==> src/rtl/smash_noc_ni.sv <==
// Network interface between a local core and the centre port of a smash_noc router.
// TX FIFO injects into the mesh; RX FIFO collects matching ejections and internal loopback traffic.
module smash_noc_ni #(
   parameter int ADDR_SIZE     = 2,
   parameter int DATA_SIZE     = 32,
   parameter int TX_DEPTH      = 4,
   parameter int RX_DEPTH      = 4,
   parameter int NODE_ROW_ADDR = 0,
   parameter int NODE_COL_ADDR = 0
) (
   input  logic                 i_clk,
   input  logic                 i_rst_n,
   input  logic                 i_core_valid,
   input  logic [ADDR_SIZE-1:0] i_core_addr_row,
   input  logic [ADDR_SIZE-1:0] i_core_addr_col,
   input  logic [DATA_SIZE-1:0] i_core_data,
   output logic                 o_core_ready,
   output logic                 o_core_valid,
   output logic [DATA_SIZE-1:0] o_core_data,
   input  logic                 i_core_ready,
   output logic                 o_net_valid,
   output logic [ADDR_SIZE-1:0] o_net_addr_row,
   output logic [ADDR_SIZE-1:0] o_net_addr_col,
   output logic [DATA_SIZE-1:0] o_net_data,
   input  logic                 i_net_ready,
   input  logic                 i_net_valid,
   input  logic [ADDR_SIZE-1:0] i_net_addr_row,
   input  logic [ADDR_SIZE-1:0] i_net_addr_col,
   input  logic [DATA_SIZE-1:0] i_net_data,
   output logic                 o_net_ready,
   output logic [15:0]          o_tx_count,
   output logic [15:0]          o_rx_count,
   output logic [15:0]          o_drop_count
);

   localparam int TX_PW = $clog2(TX_DEPTH);
   localparam int RX_PW = $clog2(RX_DEPTH);
   localparam logic [ADDR_SIZE-1:0] OWN_ROW = ADDR_SIZE'(NODE_ROW_ADDR);
   localparam logic [ADDR_SIZE-1:0] OWN_COL = ADDR_SIZE'(NODE_COL_ADDR);

   function automatic logic [15:0] sat_inc(input logic [15:0] cnt, input logic en);
      if (en && cnt != 16'hFFFF)
         return cnt + 16'd1;
      return cnt;
   endfunction

   logic [ADDR_SIZE-1:0] tx_row_mem [TX_DEPTH];
   logic [ADDR_SIZE-1:0] tx_col_mem [TX_DEPTH];
   logic [DATA_SIZE-1:0] tx_data_mem [TX_DEPTH];
   logic [TX_PW-1:0]     tx_wr_ptr, tx_rd_ptr;
   logic [TX_PW:0]       tx_cnt;

   logic [DATA_SIZE-1:0] rx_data_mem [RX_DEPTH];
   logic [RX_PW-1:0]     rx_wr_ptr, rx_rd_ptr;
   logic [RX_PW:0]       rx_cnt;

   logic                 tx_full, tx_empty, rx_full, rx_empty;
   logic [ADDR_SIZE-1:0] head_row, head_col;
   logic [DATA_SIZE-1:0] head_data, rx_wdata;
   logic                 head_local, net_offer, loop_mv;
   logic                 net_accept, net_wr, net_drop;
   logic                 tx_push, tx_pop, rx_wr, rx_pop;

   // Depths are powers of two, so the count MSB alone flags a full FIFO.
   assign tx_full  = tx_cnt[TX_PW];
   assign tx_empty = (tx_cnt == '0);
   assign rx_full  = rx_cnt[RX_PW];
   assign rx_empty = (rx_cnt == '0);

   assign head_row   = tx_row_mem[tx_rd_ptr];
   assign head_col   = tx_col_mem[tx_rd_ptr];
   assign head_data  = tx_data_mem[tx_rd_ptr];
   assign head_local = (head_row == OWN_ROW) && (head_col == OWN_COL);
   assign net_offer  = !tx_empty && !head_local;

   assign net_accept = i_net_valid && !rx_full;
   assign net_wr     = net_accept && (i_net_addr_row == OWN_ROW) && (i_net_addr_col == OWN_COL);
   assign net_drop   = net_accept && !net_wr;
   // Network ejections win the RX write port; a local head waits a cycle.
   assign loop_mv    = !tx_empty && head_local && !rx_full && !net_wr;

   assign tx_push  = i_core_valid && !tx_full;
   assign tx_pop   = (net_offer && i_net_ready) || loop_mv;
   assign rx_wr    = net_wr || loop_mv;
   assign rx_wdata = net_wr ? i_net_data : head_data;
   assign rx_pop   = !rx_empty && i_core_ready;

   assign o_core_ready   = !tx_full;
   assign o_net_valid    = net_offer;
   assign o_net_addr_row = net_offer ? head_row  : '0;
   assign o_net_addr_col = net_offer ? head_col  : '0;
   assign o_net_data     = net_offer ? head_data : '0;
   assign o_net_ready    = !rx_full;
   assign o_core_valid   = !rx_empty;
   assign o_core_data    = rx_empty ? '0 : rx_data_mem[rx_rd_ptr];

   always_ff @(posedge i_clk) begin
      if (tx_push) begin
         tx_row_mem[tx_wr_ptr]  <= i_core_addr_row;
         tx_col_mem[tx_wr_ptr]  <= i_core_addr_col;
         tx_data_mem[tx_wr_ptr] <= i_core_data;
      end
      if (rx_wr)
         rx_data_mem[rx_wr_ptr] <= rx_wdata;
   end

   always_ff @(posedge i_clk or negedge i_rst_n) begin
      if (!i_rst_n) begin
         tx_wr_ptr    <= '0;
         tx_rd_ptr    <= '0;
         tx_cnt       <= '0;
         rx_wr_ptr    <= '0;
         rx_rd_ptr    <= '0;
         rx_cnt       <= '0;
         o_tx_count   <= '0;
         o_rx_count   <= '0;
         o_drop_count <= '0;
      end else begin
         if (tx_push) tx_wr_ptr <= tx_wr_ptr + TX_PW'(1);
         if (tx_pop)  tx_rd_ptr <= tx_rd_ptr + TX_PW'(1);
         if (tx_push && !tx_pop)      tx_cnt <= tx_cnt + (TX_PW+1)'(1);
         else if (!tx_push && tx_pop) tx_cnt <= tx_cnt - (TX_PW+1)'(1);

         if (rx_wr)  rx_wr_ptr <= rx_wr_ptr + RX_PW'(1);
         if (rx_pop) rx_rd_ptr <= rx_rd_ptr + RX_PW'(1);
         if (rx_wr && !rx_pop)      rx_cnt <= rx_cnt + (RX_PW+1)'(1);
         else if (!rx_wr && rx_pop) rx_cnt <= rx_cnt - (RX_PW+1)'(1);

         o_tx_count   <= sat_inc(o_tx_count, net_offer && i_net_ready);
         o_rx_count   <= sat_inc(o_rx_count, rx_wr);
         o_drop_count <= sat_inc(o_drop_count, net_drop);
      end
   end

endmodule

==> config.mk <==
export PLATFORM = sky130hd
export DESIGN_NAME = smash_noc_ni
export DESIGN_NICKNAME = d
export VERILOG_FILES = /design/src/rtl/smash_noc_ni.sv
export SDC_FILE = /design/constraint.sdc
export NUM_CORES = 1
export LEC_CHECK = 0
export ABC_AREA = 1
export BUFFER_PORTS_ARGS = -buffer_cell sky130_fd_sc_hd__buf_4
export CORE_MARGIN = 2
export CORE_UTILIZATION = 25
export CTS_CLUSTER_DIAMETER = 60
export DETAILED_ROUTE_END_ITERATION = 16
export SYNTH_ARGS = -nofsm -noshare
export SYNTH_HDL_FRONTEND = slang
export SYNTH_SLANG_ARGS = --single-unit
==> constraint.sdc <==
create_clock -name i_clk -period 5.61 [get_ports i_clk]
set_input_delay 1.122 -clock i_clk [delete_from_list [all_inputs] [get_ports i_clk]]
set_output_delay 1.122 -clock i_clk [all_outputs]
set_load 0.005 [all_outputs]
# Word-level counts from Yosys, hierarchy flattened
# Memories as Yosys holds them, arrays and structs flattened.
# Index checks and enable logic that the tools add are counted.
[op_classes] add_sub_neg=11 mul=0 div=0 magnitude_cmp=0 n_eq_ne=3 shift=0 n_mux=19 bitwise_logic=0 n_reduce_logical=39
[op_table] operator="$mux W32" count=3
[op_table] operator="$add A16 B1 Y16 const B" count=3
[op_table] operator="$mux W16" count=3
[op_table] operator="$ne A16 B16 Y1 const B" count=3
[op_table] operator="$logic_and A1 B1 Y1" count=19
[op_table] operator="$mux W3" count=4
[op_table] operator="$logic_not A1 Y1" count=10
[op_table] operator="$add A2 B1 Y2 const B" count=4
[op_table] operator="$logic_not A2 Y1" count=4
[op_table] operator="$mux W1" count=7
[op_table] operator="$add A3 B1 Y3 const B" count=2
[op_table] operator="$logic_not A3 Y1" count=2
[op_table] operator="$sub A3 B1 Y3 const B" count=2
[op_table] operator="$mux W2" count=2
[op_table] operator="$reduce_bool A2 Y1" count=2
[op_table] operator="$logic_or A1 B1 Y1" count=2
[word_totals] regBits=62 latch_bits=0 mem_bits_rw=272 rom_bits=0 in_bits=78 output_inout_bits=120 elab_cells=85 memories=4
[memory_table] name="rx_data_mem" depth=4 word_bits=32 rd=1 rd_ports_with_merged_regs=0 wr=1 line="53" source="logic [DATA_SIZE-1:0] rx_data_mem [RX_DEPTH];"
[memory_table] name="tx_data_mem" depth=4 word_bits=32 rd=1 rd_ports_with_merged_regs=0 wr=1 line="49" source="logic [DATA_SIZE-1:0] tx_data_mem [TX_DEPTH];"
[memory_table] name="tx_col_mem" depth=4 word_bits=2 rd=1 rd_ports_with_merged_regs=0 wr=1 line="48" source="logic [ADDR_SIZE-1:0] tx_col_mem [TX_DEPTH];"
[memory_table] name="tx_row_mem" depth=4 word_bits=2 rd=1 rd_ports_with_merged_regs=0 wr=1 line="47" source="logic [ADDR_SIZE-1:0] tx_row_mem [TX_DEPTH];"

# Longest topological paths before layout
# Gate-level depths: netlist of run 1.
[depth] depth_word=11 depth_mapped=16 depth_no_buf=16

# Worst setup path after synthesis of run 1
# OpenSTA, ideal clock, no wires.
[synth_path] path_kind="input -> register" from="input i_net_valid" to="memory rx_data_mem[0][0] (enable)" setup_ns=0.421 arrival_time_ns=3.154 t_required_ns=5.189 slack_ns=2.035 path_stages=9 path_buffers=1 path_cell_list="inv_1 nor2_1 inv_1 nor2_2 buf_4 inv_1 nand2_4 inv_1 nor2_1"
[synth_between] elab_chain_len=8
[synth_lines] element="start, declared" line="26" source="input logic i_net_valid,"
[synth_lines] element="$logic_and A1 B1 Y1 (*)" line="76" source="assign net_accept = i_net_valid && !rx_full;"
[synth_lines] element="$logic_and A1 B1 Y1 (*) (2 in a row)" line="77" source="assign net_wr = net_accept && (i_net_addr_row == OWN_ROW) && (i_net_addr_col == OWN_COL);"
[synth_lines] element="$logic_not A1 Y1" line="80" source="assign loop_mv = !tx_empty && head_local && !rx_full && !net_wr;"
[synth_lines] element="$logic_and A1 B1 Y1" line="80"
[synth_lines] element="$logic_or A1 B1 Y1 (*)" line="84" source="assign rx_wr = net_wr || loop_mv;"
[synth_lines] element="$mux W1 (*)" line="103" source="if (rx_wr)"
[synth_lines] element="$mux W1 (implied by the code) (*)" line="104" source="rx_data_mem[rx_wr_ptr] <= rx_wdata;"
[synth_lines] element="end, declared" line="53"
# Every way passes the cells marked *; elsewhere a longest branch is shown, timed or not.

# Worst setup path after layout of run 1
[layout_path] from="register tx_rd_ptr[0]" to="output o_net_addr_col[0]"
[layout_between] elab_chain_len=6
[layout_lines] element="start, declared" line="50" source="logic [TX_PW-1:0] tx_wr_ptr, tx_rd_ptr;"
[layout_lines] element="start signal, assigned" line="120" source="if (tx_pop) tx_rd_ptr <= tx_rd_ptr + TX_PW'(1);"
[layout_lines] element="$mem_v2 Z4 W2 (on tied branches)"
[layout_lines] element="$logic_not A2 Y1" line="73" source="assign head_local = (head_row == OWN_ROW) && (head_col == OWN_COL);"
[layout_lines] element="$logic_and A1 B1 Y1" line="73"
[layout_lines] element="$logic_not A1 Y1" line="74" source="assign net_offer = !tx_empty && !head_local;"
[layout_lines] element="$logic_and A1 B1 Y1" line="74"
[layout_lines] element="$mux W2 (*)" line="91" source="assign o_net_addr_col = net_offer ? head_col : '0;"
[layout_lines] element="end, declared" line="23" source="output logic [ADDR_SIZE-1:0] o_net_addr_col,"
# Marks and branches as above.

==> results of run 1 <==
==> routing by layer <==
layer / track usage, % / vias up
li1: - / 4985
met4: 4.955 / 2
met3: 2.728 / 56
met1: 16.76 / 4930
met5: 0 / -
met2: 20.39 / 231
==> state kept, by name, summed over array words and instances, names as in the netlist, 3 cells and up <==
register	count
o_drop_count	16
o_rx_count	16
o_tx_count	16
rx_cnt	3
rx_data_mem	128
tx_cnt	3
tx_col_mem	8
tx_data_mem	128
tx_row_mem	8
==> layout by cell type, fill, tap and decap left out, types with 4 or more instances in the layout <==
cell / count
a21oi_1: 67
a32o_1: 32
buf_4: 213
clkbuf_1: 5
clkbuf_16: 40
clkinv_1: 4
clkinv_2: 12
clkinvlp_4: 5
dfrtp_1: 60
diode_2: 6
edfxtp_1: 272
ha_1: 13
inv_1: 56
inv_2: 5
nand2_1: 296
nand2_2: 6
nand3_1: 44
nand4_1: 22
nor2_1: 208
nor2_2: 5
nor2_4: 6
nor3_1: 11
o21ai_0: 102
o21ai_1: 4
xnor2_1: 11
xor2_1: 25
==> report_power, final <==
part           switching, W  total [W]  internal (W)
Combinational       0.00222    0.00356       0.00134
Sequential         0.000193    0.00341       0.00322
Clock               0.00103    0.00240       0.00137
==> kinds of logic after synthesis <==
logic type | Yosys count
flops | 334
xor+xnor | 36
mux | 2
simple gates | 611
compound gates | 205
buf+inv | 127
fa+ha+maj | 15
==> metrics by stage <==
step | cell area [um2] | total power, W
2_1_floorplan | 14580 | 0.005383
3_3_place_gp | 16850 | 0.007016
3_5_place_dp | 16850 | 0.007092
4_1_cts | 18070 | 0.009527
5_1_grt | 18080 | 0.01000
6_report | 18080 | 0.009372
==> final cells by class <==
| type | instances | area, um2 | share of cell area [%] |
|---|---|---|---|
| Antenna cell | 6 | 15.01 | 0.08303 |
| Clock buffer | 45 | 1020 | 5.639 |
| Clock inverter | 27 | 201.4 | 1.114 |
| Inverter | 61 | 229.0 | 1.266 |
| Multi-Input combinational cell | 869 | 4339 | 24.00 |
| Sequential cell | 334 | 9722 | 53.76 |
| Tap cell | 765 | 957.2 | 5.293 |
| Timing Repair Buffer | 213 | 1599 | 8.843 |
==> how the worst max path moves through the flow <==
stage                              to  slack (ns)  cells past startpoint
floorplan           rx_data_mem[0][0]        2.04                      9
global placement    o_net_addr_col[1]        2.29                     10
CTS                 o_net_addr_row[0]        1.64                     10
detailed placement  o_net_addr_row[0]        2.26                     10
finish              o_net_addr_col[0]        1.76                     10
global route           o_net_data[23]        1.47                     10
==> summary.txt, run 1 <==
Clock tree
  – Longest Clk Path Bufs: 3
  – Clock insertion delay at the later pin of the skew report: around 0.55 ns
  – CTS tree: yes
  – Clk root buf: clkbuf_16
  – Clock Pin Slew Worst Setup and Hold Paths: 0.06 ns
  – Hold Buf Count CTS: 0
  – Clock buffer count from CTS: 39
  – Post-CTS setup buffers: 0
  – Post-cts gate resize count: 0
  – Clock Sink Count: between 300 and 400
  – H-tree levels: 2

Synth
  – Mux share of post-synthesis cell area: less than 1%
  – Post-synth EDFFs: between 200 and 300
  – Largest family of logic cells by synthesized area: simple AND/OR/NAND/NOR gates
  – Post-synth top area cell: edfxtp_1
  – #FFs+latches synth: 334
  – Post-Syn Area: 0.01458 mm2
  – Post-synthesis compound-gate area fraction: approximately 8.1%
  – Syn_area_per_cell: about 11 um2
  – Dominant cells by area after synthesis: edfxtp_1, dfrtp_1, nand2_1
  – Synth Area in Simple Gates: between 10% and 20%
  – Xor/xnor share of the synthesized area: ~2.2%
  – Syn Nets: 1,423
  – Post-synth top cells: nand2_1, edfxtp_1, nor2_1
  – Synth Instances: around 1,300
  – Post-Synth Adder-Cell Area: 1.390%
  – Most frequent cell after synthesis: nand2_1
  – Ys flop type: edfxtp_1
  – Sequential share of the synthesized area: about two thirds
  – Netlist cell types: 34
  – Warnings, synthesis: 0
  – Asr flop ratio synth: 18.56%
  – Yosys top cell area share: a little under three fifths

STA
  – Final worst setup slack: 1.759 ns
  – Max-slew violations: 0
  – Final Critical Period: 3.851 ns
  – Hold_ws: about 0.52 ns
  – Slew Limit Headroom: around 33%
  – Least-Margin Pin Slew: roughly 1 ns
  – Clock Skews: between 0.02 and 0.025 ns
  – Final count of hold timing violations: 0
  – Fmax: 259.7 MHz
  – Setup TNS: 0 ns
  – Crit share post-route: around two thirds
  – Setup violations, final: 0
  – RSZ-0062 raised after global routing: no

Worst setup path
  – R2R Setup Slk: 2.86 ns
  – Delay-heaviest family, CP: buffers and inverters
  – CP required: about 4.5 ns
  – Worst Path Buf+Inv: 3
  – Worst EP arrival: 2.73 ns
  – Startpoint types: flip-flop
  – Largest stage delay, worst path: just over 0.6 ns
  – FF-to-FF End: rx_cnt[2]
  – Critical Path Sink Type: output pin
  – Critical-path cell list: inv_2 -> nand2_1 -> nand3_1 -> nand2_1 -> nand2_2 -> nor2_8 -> nor2_8 -> inv_2 -> nor2_1 -> buf_4
  – R2R depth: 14
  – Kind of critical path: reg -> out
  – CP startpoint: tx_rd_ptr[0]
  – Worst R2R Start: tx_rd_ptr[0]
  – CP Max Fanout: 36
  – Slowest CP cell: inv_2

Layout
  – Fin cells: roughly 2,300
  – Number of fill cells: ~5,900
  – Final core utilization: a little under a third
  – Area growth, synth to finish: 23.99%
  – Layout Nets: between 1,500 and 2,000
  – Layout cells sized above 1: roughly a fifth

Global routing
  – First-pass GRT wire length: a little under 60 mm
  – Largest net degree at the start of global routing: 66
  – Number of global-route vias before repair: just under 10,000
  – Global route overflow: 0
  – GRT Total Usage: approximately 13%
  – Initial antenna violation count: 6

Power and ir drop
  – PD cells: 518.3 mW/mm2
  – Pleak: around 6.8 nW
  – VDD IR-drop max: 0.0002819 V

Hold path
  – Hold_sp: o_drop_count[12]
  – Hold endpoint: o_drop_count[12]
  – Worst hold path depth: 1
  – Hold/Removal Path Class: reg -> reg

Die
  – Die height: 245.5 um
  – Die X-Extent: around 250 um
  – Initial Util: between 20% and 30%
  – I/O Pins: slightly below 200
  – Rows: 88
  – Die area: between 0.06 and 0.07 mm2
  – Core box area: 0.05770 mm2

Route
  – Max layer used: met5
  – Met2 Wirelength: between 15 and 20 mm
  – Vias: about 10,000
  – Drt initial violations: 602
  – Drt pass-1 iters: 5
  – DRC: 0
  – Final wirelength: between 30 and 40 mm
  – WL/cell: approximately 17 um
  – Met1 Routed Length: 17.55 mm
  – Final antenna-violating net count: 0
  – Vias per cell: 4.398
  – Met3 Wirelength: roughly 2 mm

Flow run
  – Max Cap Viol: 0

Placement
  – Worst slack, placed: about 2.3 ns
  – Placed Cells: around 2,200
  – PortBufs: 197
  – DP Wirelength: between 20 and 30 mm
  – RePlAce Congestion: 0.8477

Status
  – Status: finished, final reports clean
Power figures use the tool's default switching activity.
==> run 2, diff against run 1 <==
==> constraint.sdc (replaced) <==
create_clock -name i_clk -period 3.5 [get_ports i_clk]
set_input_delay 0.7 -clock i_clk [delete_from_list [all_inputs] [get_ports i_clk]]
set_output_delay 0.7 -clock i_clk [all_outputs]
set_load 0.005 [all_outputs]
==> run 2 against run 1 <==
Compared with the run above: register-to-register slack worse by 2.1 ns; design area up 0.63%; global-route usage up 0.082 points; clock power up 63%; first-iteration DRC count down 9.1%; flip-flop and latch count unchanged; critical path depth up 1; power up 63%; via count up 0.34%; setup slack worse by 1.5 ns; sequential share of layout area down 0.34 points; critical path type unchanged; highest routed layer unchanged.
==> summary.txt, run 2 (same netlist as run 1, synthesis figures left out) <==
Status
  – Status: finished, final reports clean

Global routing
  – Number of global-route vias before repair: between 9,000 and 10,000
  – Initial antenna violation count: 10
  – First-pass GRT wire length: ~60 mm
  – Global route overflow: 0
  – GRT Total Usage: between 10% and 20%
  – Largest net degree at the start of global routing: 66

STA
  – Setup violations, final: 0
  – Max-slew violations: 0
  – Final count of hold timing violations: 0
  – Crit share post-route: between 90 and 100%
  – Setup TNS: 0 ns
  – RSZ-0062 raised after global routing: no
  – Least-Margin Pin Slew: roughly 0.85 ns
  – Clock Skews: approximately 0.018 ns
  – Final Critical Period: 3.217 ns
  – Slew Limit Headroom: between 40% and 50%
  – Fmax: 310.8 MHz

Worst setup path
  – Largest stage delay, worst path: around 0.5 ns
  – Critical Path Sink Type: output pin
  – R2R depth: 11
  – FF-to-FF End: rx_data_mem[2][0]
  – CP Max Fanout: 20
  – CP required: 2.80 ns
  – Worst setup endpoint: o_net_data[14]
  – Worst Path Buf+Inv: 4
  – CP startpoint: tx_rd_ptr[0]
  – R2R Setup Slk: 0.77 ns
  – Startpoint types: flip-flop
  – Slowest CP cell: dfrtp_2
  – Worst EP arrival: about 2.5 ns
  – Cell depth of the worst setup path: 11
  – Kind of critical path: reg -> out
  – Delay-heaviest family, CP: simple AND/OR/NAND/NOR gates
  – Critical-path cell list: inv_2 -> nand2_1 -> nand3_1 -> nand2_1 -> nand2_2 -> nor2_8 -> nor2_8 -> inv_4 -> buf_4 -> nor2_1 -> buf_4
  – Worst R2R Start: tx_rd_ptr[0]

Hold path
  – Hold/Removal Path Class: in -> async

Layout
  – Fin cells: between 2,000 and 2,500
  – Largest registers: rx_data_mem x128, tx_data_mem x128
  – Area growth, synth to finish: 24.77%
  – Most frequent cells in the layout: nand2_1, edfxtp_1, buf_4, nor2_1, o21ai_0
  – Layout Nets: between 1,500 and 2,000
  – Commonest non-fill, non-tap cell in the layout: nand2_1
  – Layout cells sized above 1: just over 20%

Route
  – WL/cell: between 15 and 20 um
  – DRC: 0
  – Vias: slightly above 10,000
  – Drt pass-1 iters: 5
  – Drt initial violations: roughly 550
  – Final wirelength: 39.48 mm
  – Final antenna-violating net count: 0
  – Vias per cell: about 4.4

Placement
  – DP Wirelength: between 20 and 30 mm
  – RePlAce Congestion: just under 0.9
  – Placed Cells: roughly 2,300
  – PortBufs: 197

Die
  – Die area: 0.06029 mm2
  – Die height: about 250 um
  – Initial Util: 25.28%
  – Rows: between 80 and 90
  – Core box area: 0.05770 mm2
  – Die X-Extent: about 250 um
  – I/O Pins: about 200

Power and ir drop
  – PD cells: 837.1 mW/mm2
  – Power, Total: 0.01523 W
  – Pleak: between 6 and 7 nW
  – VDD IR-drop max: a little under 0.0003 V

Clock tree
  – Longest Clk Path Bufs: 3
  – Clock Pin Slew Worst Setup and Hold Paths: roughly 0.060 ns
  – Post-CTS setup buffers: 0
  – Clock Sink Count: ~330
  – Clock insertion delay at the later pin of the skew report: between 0.5 and 0.6 ns
  – CTS tree: yes
  – Clock buffer count from CTS: 36
  – H-tree levels: 2
  – Hold Buf Count CTS: 0
  – Clk root buf: clkbuf_16

Flow run
  – Max Cap Viol: 0
[run 2: metrics by stage]
step	instance area, um2	util [%]	setup slack [ns]	hold WS [ns]
CTS	18180	31.52	0.1359	0.3045
global route	18190	31.53	0.07011	0.3363
global placement	16970	29.41	0.7618	0.5120
floorplan	14580	-	0.3471	0.4044
finish	18200	31.54	0.2829	0.2684
detailed placement	16970	29.41	0.7099	0.5147
[run 2: what timing repair did]
action                                 4_1_cts  5_1_grt
setup endpoints to repair                    0       18
endpoints found under the hold margin        0        0
gates resized for setup                      0        2
[run 2: how the worst min path moves through the flow]
stage | cells past startpoint | to | slack (ns)
CTS | 1 | rx_rd_ptr[1] | 0.30
global placement | 1 | o_drop_count[12] | 0.51
detailed placement | 1 | o_drop_count[12] | 0.51
global route | 1 | o_drop_count[8] | 0.34
floorplan | 0 | o_drop_count[0] | 0.40
finish | 1 | o_drop_count[9] | 0.27
[run 2: area by class of cell]
| class | instances | area, um2 |
|---|---|---|
| flip-flops and latches | 334 | 9722 |
| multi-input cells | 869 | 4339 |
| clock buffers | 41 | 950.9 |
| diodes | 4 | 10.01 |
| repair buffers | 226 | 1722 |
| clock inverters | 25 | 264.0 |
| well taps | 765 | 957.2 |
| inverters | 61 | 231.5 |
| fillers | 5874 | 39500 |
[run 2: power by group]
part | internal [W] | leakage, nW | switching [W]
clock network | 0.00233 | 0.580 | 0.00157
registers | 0.00515 | 3.27 | 0.000302
logic | 0.00224 | 3.06 | 0.00363
total | 0.00973 | 6.91 | 0.00550
[run 2: per-layer routing]
layer / wire length [um] / track usage, % / vias to the layer above
met3: 2271 / 3.165 / 68
met1: 16980 / 15.87 / 4954
met5: 82 / 0 / -
met4: 1205 / 4.599 / 12
met2: 18940 / 21.57 / 211
li1: - / - / 4994
[run 2: worst register-to-register path: stages, from the launching register on]
cell	delay (ns)
dfrtp_2	0.48
inv_2	0.13
nand2_1	0.08
nand3_1	0.07
nand2_1	0.11
nand2_2	0.11
nor2_8	0.16
nand2_2	0.08
nand2_4	0.27
inv_1	0.21
nor2_2	0.47
buf_4	0.27
==> run 3, diff against run 2 <==
--- a/config.mk
+++ b/config.mk
@@ -11,6 +11,7 @@
 export CORE_UTILIZATION = 25
 export CTS_CLUSTER_DIAMETER = 60
 export DETAILED_ROUTE_END_ITERATION = 16
+export MAX_ROUTING_LAYER = met4
 export SYNTH_ARGS = -nofsm -noshare
 export SYNTH_HDL_FRONTEND = slang
 export SYNTH_SLANG_ARGS = --single-unit
==> run 3 against run 2 <==
Compared with the run above: sequential share of layout area decreased by 0.051 points; register-to-register slack hardly changed; wire length about the same; combinational power is essentially flat; count of clock-buffer cells in the layout unchanged; die area is the same; hold slack worse by 0.00078 ns; setup slack improved by 0.0014 ns; power is essentially flat.
==> summary.txt, run 3 (same netlist as run 1, synthesis figures left out) <==
Status
  – Status: finished, final reports clean

Worst setup path
  – CP required: about 2.8 ns
  – Startpoint types: flip-flop
  – Worst EP arrival: roughly 2.5 ns
  – Kind of critical path: reg -> out
  – Critical Path Sink Type: output pin
  – CP Max Fanout: 20

Placement
  – DP Wirelength: around 27 mm
  – RePlAce Congestion: 0.8839
  – Placed Cells: approximately 2,300
  – PortBufs: ~200
  – Worst slack, placed: a little over 0.7 ns

Global routing
  – Global route overflow: 0
  – GRT Total Usage: about an eighth
  – First-pass GRT wire length: around 60 mm
  – Largest net degree at the start of global routing: between 60 and 70
  – Initial antenna violation count: 10
  – Number of global-route vias before repair: roughly 10,000

Die
  – Die X-Extent: around 250 um
  – Die height: roughly 250 um
  – I/O Pins: around 200
  – Core box area: roughly 0.058 mm2
  – Rows: approximately 90
  – Initial Util: about a quarter
  – Die area: 0.06029 mm2

STA
  – Slew Limit Headroom: a little over two fifths
  – Least-Margin Pin Slew: ~0.84 ns
  – Final count of hold timing violations: 0
  – Hold_ws: 0.2676 ns
  – Final Critical Period: approximately 3.2 ns
  – Fmax: about 310 MHz
  – Setup violations, final: 0
  – Max-slew violations: 0
  – RSZ-0062 raised after global routing: no
  – Setup TNS: 0 ns
  – Crit share post-route: just over 90%
  – Clock Skews: 0.01815 ns
  – Final worst setup slack: approximately 0.28 ns

Route
  – Met1 Routed Length: between 15 and 20 mm
  – Vias per cell: 4.398
  – Met3 Wirelength: between 2 and 2.5 mm
  – Drt initial violations: ~560
  – Max layer used: met4
  – Vias: around 10,000
  – DRC: 0
  – Final wirelength: 39.45 mm
  – Final antenna-violating net count: 0
  – Met2 Wirelength: 18.96 mm
  – WL/cell: between 15 and 20 um
  – Drt pass-1 iters: 5

Clock tree
  – Clock Pin Slew Worst Setup and Hold Paths: about 0.060 ns
  – Clk root buf: clkbuf_16
  – Clock buffer count from CTS: 36
  – H-tree levels: 2
  – Longest Clk Path Bufs: 3
  – Post-CTS setup buffers: 0
  – Clock Sink Count: between 300 and 400
  – Clock insertion delay at the later pin of the skew report: ~0.53 ns
  – CTS tree: yes

Flow run
  – Max Cap Viol: 0

Layout
  – Most frequent cells in the layout: nand2_1, edfxtp_1, buf_4, nor2_1, o21ai_0
  – Layout Nets: 1,621
  – Commonest non-fill, non-tap cell in the layout: nand2_1
  – Fin cells: between 2,000 and 2,500
  – Number of fill cells: around 5,900
  – Layout cells sized above 1: 20.44%
  – Area growth, synth to finish: 24.89%
  – Largest registers: rx_data_mem x128, tx_data_mem x128

Power and ir drop
  – PD cells: roughly 840 mW/mm2
  – VDD IR-drop max: approximately 0.0003 V
  – Pleak: roughly 6.9 nW

Hold path
  – Hold/Removal Path Class: in -> async
## run 3: cell count changes in the layout (fill, tap and decap cells not counted), sizes merged
cell / delta
diode: +7
## run 3: power by group
group	leakage, nW	switching [W]	total (W)	internal [W]
Clock	0.580	0.00157	0.00390	0.00233
Combinational	3.06	0.00364	0.00588	0.00224
Sequential	3.27	0.000306	0.00546	0.00515
## run 3: timing repair
action                                  4_1_cts  5_1_grt
hold buffers                                  0        0
endpoints found under the setup margin        0       18
resized for setup                             0        2
endpoints found under the hold margin         0        0
## run 3: cell type report
| class | instances | area [um2] | share of cell area, % |
|---|---|---|---|
| Sequential cell | 334 | 9722 | 53.38 |
| Multi-Input combinational cell | 869 | 4339 | 23.82 |
| Timing Repair Buffer | 226 | 1722 | 9.453 |
| Tap cell | 765 | 957.2 | 5.255 |
| Clock buffer | 41 | 950.9 | 5.221 |
| Clock inverter | 25 | 264.0 | 1.449 |
| Inverter | 61 | 231.5 | 1.271 |
| Antenna cell | 11 | 27.53 | 0.1511 |
## run 3: per-stage QoR
| step | total power [W] | cell area, um2 | util, % |
|---|---|---|---|
| floorplan | 0.008628 | 14580 | - |
| finish | 0.01524 | 18210 | 31.57 |
| detailed placement | 0.01150 | 16970 | 29.41 |
| global route | 0.01619 | 18210 | 31.56 |
| global placement | 0.01140 | 16970 | 29.41 |
| CTS | 0.01545 | 18180 | 31.52 |
## run 3: path summary, 6_finish.rpt
kind | start | end | slack (ns) | depth (start not counted)
worst max-delay path | tx_rd_ptr[0] | o_net_data[14] | 0.28 | 11
worst min-delay path | i_rst_n | o_drop_count[9] | 0.27 | 1
worst max register to register | tx_rd_ptr[0] | rx_data_mem[2][21] | 0.78 | 11
worst min register to register | o_drop_count[12] | o_drop_count[12] | 0.53 | 1
max in group asynchronous | i_rst_n | tx_rd_ptr[0] | 2.61 | 1
min in group i_clk | i_core_data[2] | tx_data_mem[3][2] | 0.37 | 1
## run 3: worst max-delay path, stage by stage, from the launching register on
cell and delay [ns]:
dfrtp_2 0.49, inv_2 0.17, nand2_1 0.08, nand3_1 0.07
nand2_1 0.08, nand2_2 0.14, nor2_8 0.06, nor2_8 0.24
inv_4 0.18, buf_4 0.22, nor2_1 0.12, buf_4 0.12
## run 3: per-layer routing
| metal | track usage (%) | vias to the layer above |
|---|---|---|
| met5 | - | - |
| met4 | 4.599 | 0 |
| met3 | 3.143 | 59 |
| met2 | 21.47 | 202 |
| met1 | 15.97 | 4989 |
| li1 | - | 5005 |
